File: src/rtl/instruction_fetch_unit_if.sv
// Fetch-unit bus: ROM read port, IR handshake to the decoder, and control/status.
interface instruction_fetch_unit_if #(
    parameter int unsigned ADDR_WIDTH  = 4,
    parameter int unsigned INSTR_WIDTH = 8
);
    logic                   start;
    logic [ADDR_WIDTH-1:0]  imem_addr;
    logic [INSTR_WIDTH-1:0] imem_instr;
    logic [INSTR_WIDTH-1:0] ir_out;
    logic [ADDR_WIDTH-1:0]  ir_pc;
    logic                   ir_valid;
    logic                   ir_ready;
    logic                   branch_taken;
    logic [ADDR_WIDTH-1:0]  branch_target;
    logic [ADDR_WIDTH-1:0]  pc_out;
    logic                   halted;

    // Fetch unit side
    modport master (
        input  start, imem_instr, ir_ready, branch_taken, branch_target,
        output imem_addr, ir_out, ir_pc, ir_valid, pc_out, halted
    );

    // Environment side (ROM, decoder, control)
    modport slave (
        output start, imem_instr, ir_ready, branch_taken, branch_target,
        input  imem_addr, ir_out, ir_pc, ir_valid, pc_out, halted
    );
endinterface

File: src/rtl/instruction_fetch_unit.sv
// Instruction fetch unit: owns the PC, reads the combinational ROM and registers each word
// into the IR, handed to the decoder over valid/ready. Handles stalls, branch flushes,
// PC wrap-around and HALT detection.
module instruction_fetch_unit #(
    parameter int unsigned           ADDR_WIDTH  = 4,
    parameter int unsigned           INSTR_WIDTH = 8,
    parameter logic [3:0]            HALT_OPCODE = 4'b0111,
    parameter logic [ADDR_WIDTH-1:0] RESET_PC    = '0
) (
    input logic                      clk,
    input logic                      reset,
    instruction_fetch_unit_if.master bus
);

    typedef enum logic [1:0] {StIdle, StFetch, StHalted} state_e;

    state_e                 state_q, state_d;
    logic [ADDR_WIDTH-1:0]  pc_q, pc_d;
    logic [INSTR_WIDTH-1:0] ir_q, ir_d;
    logic [ADDR_WIDTH-1:0]  ir_pc_q, ir_pc_d;
    logic                   ir_valid_q, ir_valid_d;
    logic                   halted_q, halted_d;

    logic       load;
    logic [3:0] opcode;

    assign opcode = bus.imem_instr[INSTR_WIDTH-1 -: 4];

    // Next-state logic: branch beats load, load beats stall; HALT freezes the PC.
    always_comb begin
        state_d    = state_q;
        pc_d       = pc_q;
        ir_d       = ir_q;
        ir_pc_d    = ir_pc_q;
        ir_valid_d = ir_valid_q;
        halted_d   = halted_q;
        load       = ~ir_valid_q | bus.ir_ready;

        unique case (state_q)
            StIdle: begin
                if (bus.start) begin
                    state_d = StFetch;
                end
            end
            StFetch: begin
                if (bus.branch_taken) begin
                    // Flush: the wrong-path word in the IR is dropped, no fetch this cycle.
                    pc_d       = bus.branch_target;
                    ir_valid_d = 1'b0;
                end else if (load) begin
                    ir_d       = bus.imem_instr;
                    ir_pc_d    = pc_q;
                    ir_valid_d = 1'b1;
                    if (opcode == HALT_OPCODE) begin
                        state_d  = StHalted;
                        halted_d = 1'b1;
                    end else begin
                        pc_d = pc_q + ADDR_WIDTH'(1);
                    end
                end
            end
            StHalted: begin
                if (bus.start) begin
                    pc_d       = RESET_PC;
                    ir_valid_d = 1'b0;
                    halted_d   = 1'b0;
                    state_d    = StFetch;
                end else if (bus.ir_ready) begin
                    // HALT word is consumed once, then nothing more is presented.
                    ir_valid_d = 1'b0;
                end
            end
            default: begin
                state_d = StIdle;
            end
        endcase
    end

    // State and datapath registers with asynchronous reset.
    always_ff @(posedge clk or posedge reset) begin
        if (reset) begin
            state_q    <= StIdle;
            pc_q       <= RESET_PC;
            ir_q       <= '0;
            ir_pc_q    <= '0;
            ir_valid_q <= 1'b0;
            halted_q   <= 1'b0;
        end else begin
            state_q    <= state_d;
            pc_q       <= pc_d;
            ir_q       <= ir_d;
            ir_pc_q    <= ir_pc_d;
            ir_valid_q <= ir_valid_d;
            halted_q   <= halted_d;
        end
    end

    assign bus.imem_addr = pc_q;
    assign bus.pc_out    = pc_q;
    assign bus.ir_out    = ir_q;
    assign bus.ir_pc     = ir_pc_q;
    assign bus.ir_valid  = ir_valid_q;
    assign bus.halted    = halted_q;

endmodule

File: src/flat_wrapper.sv
// flat-port wrapper written by rule: the top's interface ports become plain ports
module instruction_fetch_unit_flat 
#(
    parameter int unsigned           ADDR_WIDTH  = 4,
    parameter int unsigned           INSTR_WIDTH = 8,
    parameter logic [3:0]            HALT_OPCODE = 4'b0111,
    parameter logic [ADDR_WIDTH-1:0] RESET_PC    = '0
)
  (clk, reset, bus_start, bus_imem_instr, bus_ir_ready, bus_branch_taken, bus_branch_target, bus_imem_addr, bus_ir_out, bus_ir_pc, bus_ir_valid, bus_pc_out, bus_halted);
  instruction_fetch_unit_if #(.ADDR_WIDTH(ADDR_WIDTH), .INSTR_WIDTH(INSTR_WIDTH)) bus_i ();
  input logic clk;
  input logic reset;
  input wire logic [$bits(bus_i.start)-1:0] bus_start;
  input wire logic [$bits(bus_i.imem_instr)-1:0] bus_imem_instr;
  input wire logic [$bits(bus_i.ir_ready)-1:0] bus_ir_ready;
  input wire logic [$bits(bus_i.branch_taken)-1:0] bus_branch_taken;
  input wire logic [$bits(bus_i.branch_target)-1:0] bus_branch_target;
  output wire logic [$bits(bus_i.imem_addr)-1:0] bus_imem_addr;
  output wire logic [$bits(bus_i.ir_out)-1:0] bus_ir_out;
  output wire logic [$bits(bus_i.ir_pc)-1:0] bus_ir_pc;
  output wire logic [$bits(bus_i.ir_valid)-1:0] bus_ir_valid;
  output wire logic [$bits(bus_i.pc_out)-1:0] bus_pc_out;
  output wire logic [$bits(bus_i.halted)-1:0] bus_halted;
  assign bus_i.start = bus_start;
  assign bus_i.imem_instr = bus_imem_instr;
  assign bus_i.ir_ready = bus_ir_ready;
  assign bus_i.branch_taken = bus_branch_taken;
  assign bus_i.branch_target = bus_branch_target;
  assign bus_imem_addr = bus_i.imem_addr;
  assign bus_ir_out = bus_i.ir_out;
  assign bus_ir_pc = bus_i.ir_pc;
  assign bus_ir_valid = bus_i.ir_valid;
  assign bus_pc_out = bus_i.pc_out;
  assign bus_halted = bus_i.halted;
  instruction_fetch_unit #(.ADDR_WIDTH(ADDR_WIDTH), .INSTR_WIDTH(INSTR_WIDTH), .HALT_OPCODE(HALT_OPCODE), .RESET_PC(RESET_PC)) u_core (.clk(clk), .reset(reset), .bus(bus_i));
endmodule
File: config.mk
export PLATFORM = sky130hd
export DESIGN_NAME = instruction_fetch_unit_flat
export DESIGN_NICKNAME = d
export VERILOG_FILES = /design/src/rtl/instruction_fetch_unit_if.sv /design/src/rtl/instruction_fetch_unit.sv /design/src/flat_wrapper.sv
export SDC_FILE = /design/constraint.sdc
export NUM_CORES = 1
export LEC_CHECK = 0
export CAP_MARGIN = 20
export CORE_ASPECT_RATIO = 1.2
export CORE_MARGIN = 10
export CORE_UTILIZATION = 40
export CTS_BUF_LIST = sky130_fd_sc_hd__clkbuf_8
export DETAILED_ROUTE_END_ITERATION = 6
export PLACE_DENSITY_LB_ADDON = 0.2
export SKIP_CTS_REPAIR_TIMING = 1
export SYNTH_ARGS = -nofsm -noshare
export SYNTH_HDL_FRONTEND = slang
export SYNTH_SLANG_ARGS = --single-unit
File: constraint.sdc
create_clock -name clk -period 3.5 [get_ports clk]
set_input_delay 0.875 -clock clk [delete_from_list [all_inputs] [get_ports clk]]
set_output_delay 0.875 -clock clk [all_outputs]
set_load 0.01 [all_outputs]
== Word level (Yosys, flattened, before mapping) ==
Cells that the tools add are included.

* Register bits: 20
* Bits of input ports: 17
* Word-level logic and storage cells: 49

* Bitwise logic cells: 3
* Muxes and demuxes: 20
* Add/sub/neg operators: 1
* Reduce and logical (&&, ||, !) cells: 8
* Equality and inequality tests: 11

{| class="wikitable"
|+ Operator list
! operator !! count
|-
| 2-to-1 mux 4 bit || 4
|-
| 2-to-1 mux 1 bit || 8
|-
| 2-to-1 mux 2 bit || 4
|-
| one-hot mux 4 bit (2 select lines) || 1
|-
| AND reduction 4 bit || 2
|-
| inequality test 2 x 1 -> 1 bit, second input constant || 3
|-
| inequality test 3 bit, second input constant || 2
|-
| AND reduction 3 bit || 2
|-
| AND reduction 5 bit || 1
|-
| adder 4 x 1 -> 4 bit, second input constant || 1
|-
| == test 4 x 3 -> 1 bit, second input constant || 1
|-
| inequality test 2 bit, second input constant || 2
|-
| one-hot mux 1 bit (2 select lines) || 2
|-
| one-hot mux 2 bit (2 select lines) || 1
|-
| inequality test 3 x 2 -> 1 bit, second input constant || 1
|-
| == test 2 x 1 -> 1 bit, second input constant || 1
|-
| == test 2 bit, second input constant || 1
|-
| zero test 2 bit || 1
|-
| NOT 1 bit || 2
|-
| nonzero test 2 bit || 1
|-
| OR reduction 2 bit || 1
|-
| OR 1 bit || 1
|}

== Depth between registers and ports, before layout ==
* Word-level depth: 5
* Depth in mapped cells: 5
* Gate-level depth less buffers: 4

== Worst setup path after synthesis ==
No wires, ideal clock.

* Kind: input -> register
* From: input port bus_imem_instr[7]
* To: register u_core.pc_q[3], in the netlist u_core.bus.imem_addr[3]
* Stages: 4
* Slack: 1.617 ns
* Library setup time: 0.133 ns
* Data arrival time: 1.750 ns
* Path through: nand4b_1 a41oi_4 mux2i_1 o22ai_1

* Word-level cells in the longest chain between the ends: 3

{| class="wikitable"
|+ RTL lines
! item !! RTL line !! text
|-
| start: declaration || flat_wrapper.sv:14 || <nowiki>input wire logic [$bits(bus_i.imem_instr)-1:0] bus_imem_instr;</nowiki>
|-
| == test 4 x 3 -> 1 bit || instruction_fetch_unit.sv:54 || <nowiki>if (opcode == HALT_OPCODE) begin</nowiki>
|-
| inequality test 3 bit (no line) || -- ||
|-
| AND reduction 4 bit (no line) || -- ||
|-
| end signal: assignment || instruction_fetch_unit.sv:90 || <nowiki>pc_q <= pc_d;</nowiki>
|-
| end: declaration || instruction_fetch_unit.sv:18 || <nowiki>logic [ADDR_WIDTH-1:0] pc_q, pc_d;</nowiki>
|}

No other way between the ends.
A chain may end at the register's enable or synchronous reset.

== Worst setup path after layout ==
* From: input port bus_branch_taken
* To: register u_core.ir_q[4], in the netlist u_core.bus.ir_out[4]

* Word-level cells in the longest chain between the ends: 2

{| class="wikitable"
|+ RTL lines
! item !! RTL line !! text
|-
| start: declaration || flat_wrapper.sv:16 || <nowiki>input wire logic [$bits(bus_i.branch_taken)-1:0] bus_branch_taken;</nowiki>
|-
| NOT 1 bit (no line) || -- ||
|-
| AND reduction 3 bit (no line) || -- ||
|-
| end signal: assignment || instruction_fetch_unit.sv:91 || <nowiki>ir_q <= ir_d;</nowiki>
|-
| end: declaration || instruction_fetch_unit.sv:19 || <nowiki>logic [INSTR_WIDTH-1:0] ir_q, ir_d;</nowiki>
|}

No other way between the ends.

==> out/metrics.yaml <==
status: "completed"
rows: 19
fin_nets: 135
startpoint_type: "input port"
hold_viol_final: 0
synth_nets: 97
p_seq_frac: 0.380
globalplace.congestion: 0.8195
cts_root_buffer: "clkbuf_8"
p_int_uw: 769.0
worstMarginPinSlew_ns: 0.7411
p_comb_frac: 0.494
finalWirelength_um: 2199
hpwl_um: 1798
io_buffers: 38
critPathRequiredTime_ns: 3.63
period_share: 0.6964
grt-ovfl-total: 0
r2r-end: "u_core.bus.ir_out[4]$_DFFE_PP0P_"
fill_cells: 212
synth_sequential_area_ratio: 0.5141
grt_max_degree: 21
seqCellArea_um2: 500.5
reg2reg_depth: 4
numCtsBuffers: 3
h-tree-depth: 1
rrSetupSlack_ns: 1.85
grt_pass1_wl_um: 3698
hp-class: "flip-flop to flip-flop"
power.net_switching_uw: 372.8
end_kind: "flip-flop"
wl_per_cell_um: 15.06
vias_per_cell: 5.007
ant_nets: 0
final_core_util: 0.6039
antennaDiodeCount: 0
drt_iter0_markers: 13
coreArea_um2: 2306
drc: 0
min_to: "u_core.bus.halted$_DFFE_PP0P_"
pwr_density_cell_nw_per_um2: 819.9
final_common_cell: "clkdlybuf4s50_1"
grtUsageTotal: 0.09603
cts.sinks: 20
synth_area_per_cell_um2: 12.32
area_delta_synth_final_pct: 43.06
switching_share: 0.3265
die-area_um2: 4815
cp.arrival_ns: 2.57
timing.fmax_ghz: 0.4103
ys_warn_count: 0
syn_inst: 79
fp.dieW_um: 65.04
r2r_start: "u_core.bus.ir_valid$_DFFE_PP0P_"
clockBufferDepth: 2
num_io_pins: 39
cts_tree: "yes"
antenna_found_initial: 0
tns_ns: 0
hold_start: "u_core.bus.halted$_DFFE_PP0P_"
first_pass_iters: 3
drive_gt1_frac: 0.1739
p_leak_nw: 0.5639
slew_headroom: 0.5054
irDropWorstVdd_mv: 0.5035
worst_skew_pair.late_latency_ns: 0.25
cap_violations: 0
ys_ff_latch: 20
synth_cell_type_count: 28
dr_total_vias: 731
clockPowerShare: 0.126
maxSlewViolCount: 0
rsz0062_at_grt: "no"
finalClockSkew_ns: 0.007158
grt_pass1_vias: 796
post-route-min-period_ns: 2.437
syn_area_um2: 973.4
start_util: 0.4221
critPathMaxFanout: 12
critical_path_class: "input port to flip-flop"
hold_depth: 2
final_cell_mix: "clkdlybuf4s50_1, dfrtp_1, mux2_2, inv_1, o21ai_0"
cts.clk_slew.worst_paths_ns: 0.07
setup-violations-final: 0
multi_input_area_um2: 405.4
die_h_um: 74.04
[how the worst max path moves through the flow]
stage | from | endpoint | slack (ns) | cells after the start
after CTS | bus_branch_taken | u_core.bus.ir_out[4]$_DFFE_PP0P_ | 1.07 | 4
after floorplan | bus_imem_instr[7] | u_core.bus.imem_addr[3]$_DFFE_PP0P_ | 1.62 | 4
after global placement | bus_branch_taken | u_core.bus.ir_out[3]$_DFFE_PP0P_ | 0.83 | 4
after global routing | bus_branch_taken | u_core.bus.ir_out[6]$_DFFE_PP0P_ | 0.98 | 4
final | bus_branch_taken | u_core.bus.ir_out[4]$_DFFE_PP0P_ | 1.06 | 4
after detailed placement | bus_branch_taken | u_core.bus.ir_out[4]$_DFFE_PP0P_ | 0.79 | 4
[kinds of logic (layout without fill, tap and decap cells)]
logic type,after synthesis,count (layout),share of synthesized area
adders and majority gates,1,1,0.01285
DFF,20,20,0.5141
muxes,14,14,0.1594
AOI/OAI and AO/OA,16,16,0.1234
and+or+nand+nor,17,17,0.1208
buffers and inverters,11,47,0.06941
[registers in the layout, indices dropped and copies added (netlist names)]
name	cells
u_core.bus.ir_pc	4
u_core.bus.halted	1
u_core.bus.ir_out	8
u_core.bus.ir_valid	1
u_core.state_q	2
u_core.bus.imem_addr	4
[power by group through the flow]
stage | logic, mW | clock network, mW | registers (mW)
2_1_floorplan | 0.242 | 0 | 0.474
3_3_place_gp | 0.565 | 0 | 0.436
3_5_place_dp | 0.576 | 0 | 0.440
4_1_cts | 0.578 | 0.148 | 0.436
5_1_grt | 0.612 | 0.160 | 0.457
6_report | 0.564 | 0.144 | 0.434
[final cells by class]
cell class                      count  area share
Clock buffer                        3     0.02965
Inverter                            5     0.01348
Multi-Input combinational cell     48      0.2911
Sequential cell                    20      0.3594
Tap cell                           31     0.02785
Timing Repair Buffer               39      0.2785
[synthesized netlist by cell type]
| cell | instances | area, µm² |
|---|---|---|
| a21oi_1 | 3 | 15.01 |
| inv_1 | 5 | 18.77 |
| nor2b_1 | 1 | 6.260 |
| ha_1 | 1 | 12.51 |
| buf_4 | 5 | 37.54 |
| nand3_1 | 3 | 15.01 |
| o211ai_1 | 1 | 7.510 |
| o21ai_0 | 5 | 25.02 |
| mux2i_1 | 2 | 20.02 |
| dfrtp_1 | 20 | 500.5 |
| o22ai_1 | 1 | 6.260 |
| nand2_1 | 2 | 7.510 |
| mux2_2 | 12 | 135.1 |
| nand4b_1 | 1 | 8.760 |
| o2bb2ai_1 | 1 | 8.760 |
| and2b_2 | 1 | 8.760 |
| o31ai_1 | 1 | 7.510 |
| buf_6 | 1 | 11.26 |
| and3b_4 | 1 | 12.51 |
| nor2_1 | 4 | 15.01 |
| o311ai_0 | 1 | 8.760 |
| nor3b_1 | 1 | 7.510 |
| a31oi_1 | 1 | 6.260 |
| or2b_1 | 1 | 7.510 |
| a41oi_4 | 1 | 27.53 |
| a211oi_1 | 1 | 7.510 |
| nor3_1 | 1 | 5.000 |
| nor4b_4 | 1 | 23.77 |
[worst max-delay path: stages]
cell and delay [ns]:
clkdlybuf4s50_1 0.64, nor4b_4 0.44, buf_4 0.26, mux2_2 0.35
[through the flow]
| step | worst slack [ns] | area (µm²) | std cells | power, mW | hold slack, ns |
|---|---|---|---|---|---|
| floorplan | 1.617 | 973.4 | 79 | 0.7164 | 0.5136 |
| global placement | 0.8341 | 1351 | 143 | 1.002 | 0.4697 |
| detailed placement | 0.7932 | 1351 | 143 | 1.016 | 0.4770 |
| CTS | 1.068 | 1393 | 146 | 1.162 | 0.4930 |
| global route | 0.9832 | 1393 | 146 | 1.229 | 0.5334 |
| finish | 1.063 | 1393 | 146 | 1.142 | 0.4844 |
[routing by layer]
layer / vias up / global-route usage / wire, µm
met3: 0 / 0.04655 / 224
met5: - / 0 / 0
met2: 24 / 0.1579 / 1076
met1: 357 / 0.1058 / 898
met4: 0 / 0.03571 / 0
li1: 350 / - / -
Power figures use the tool's default switching activity.
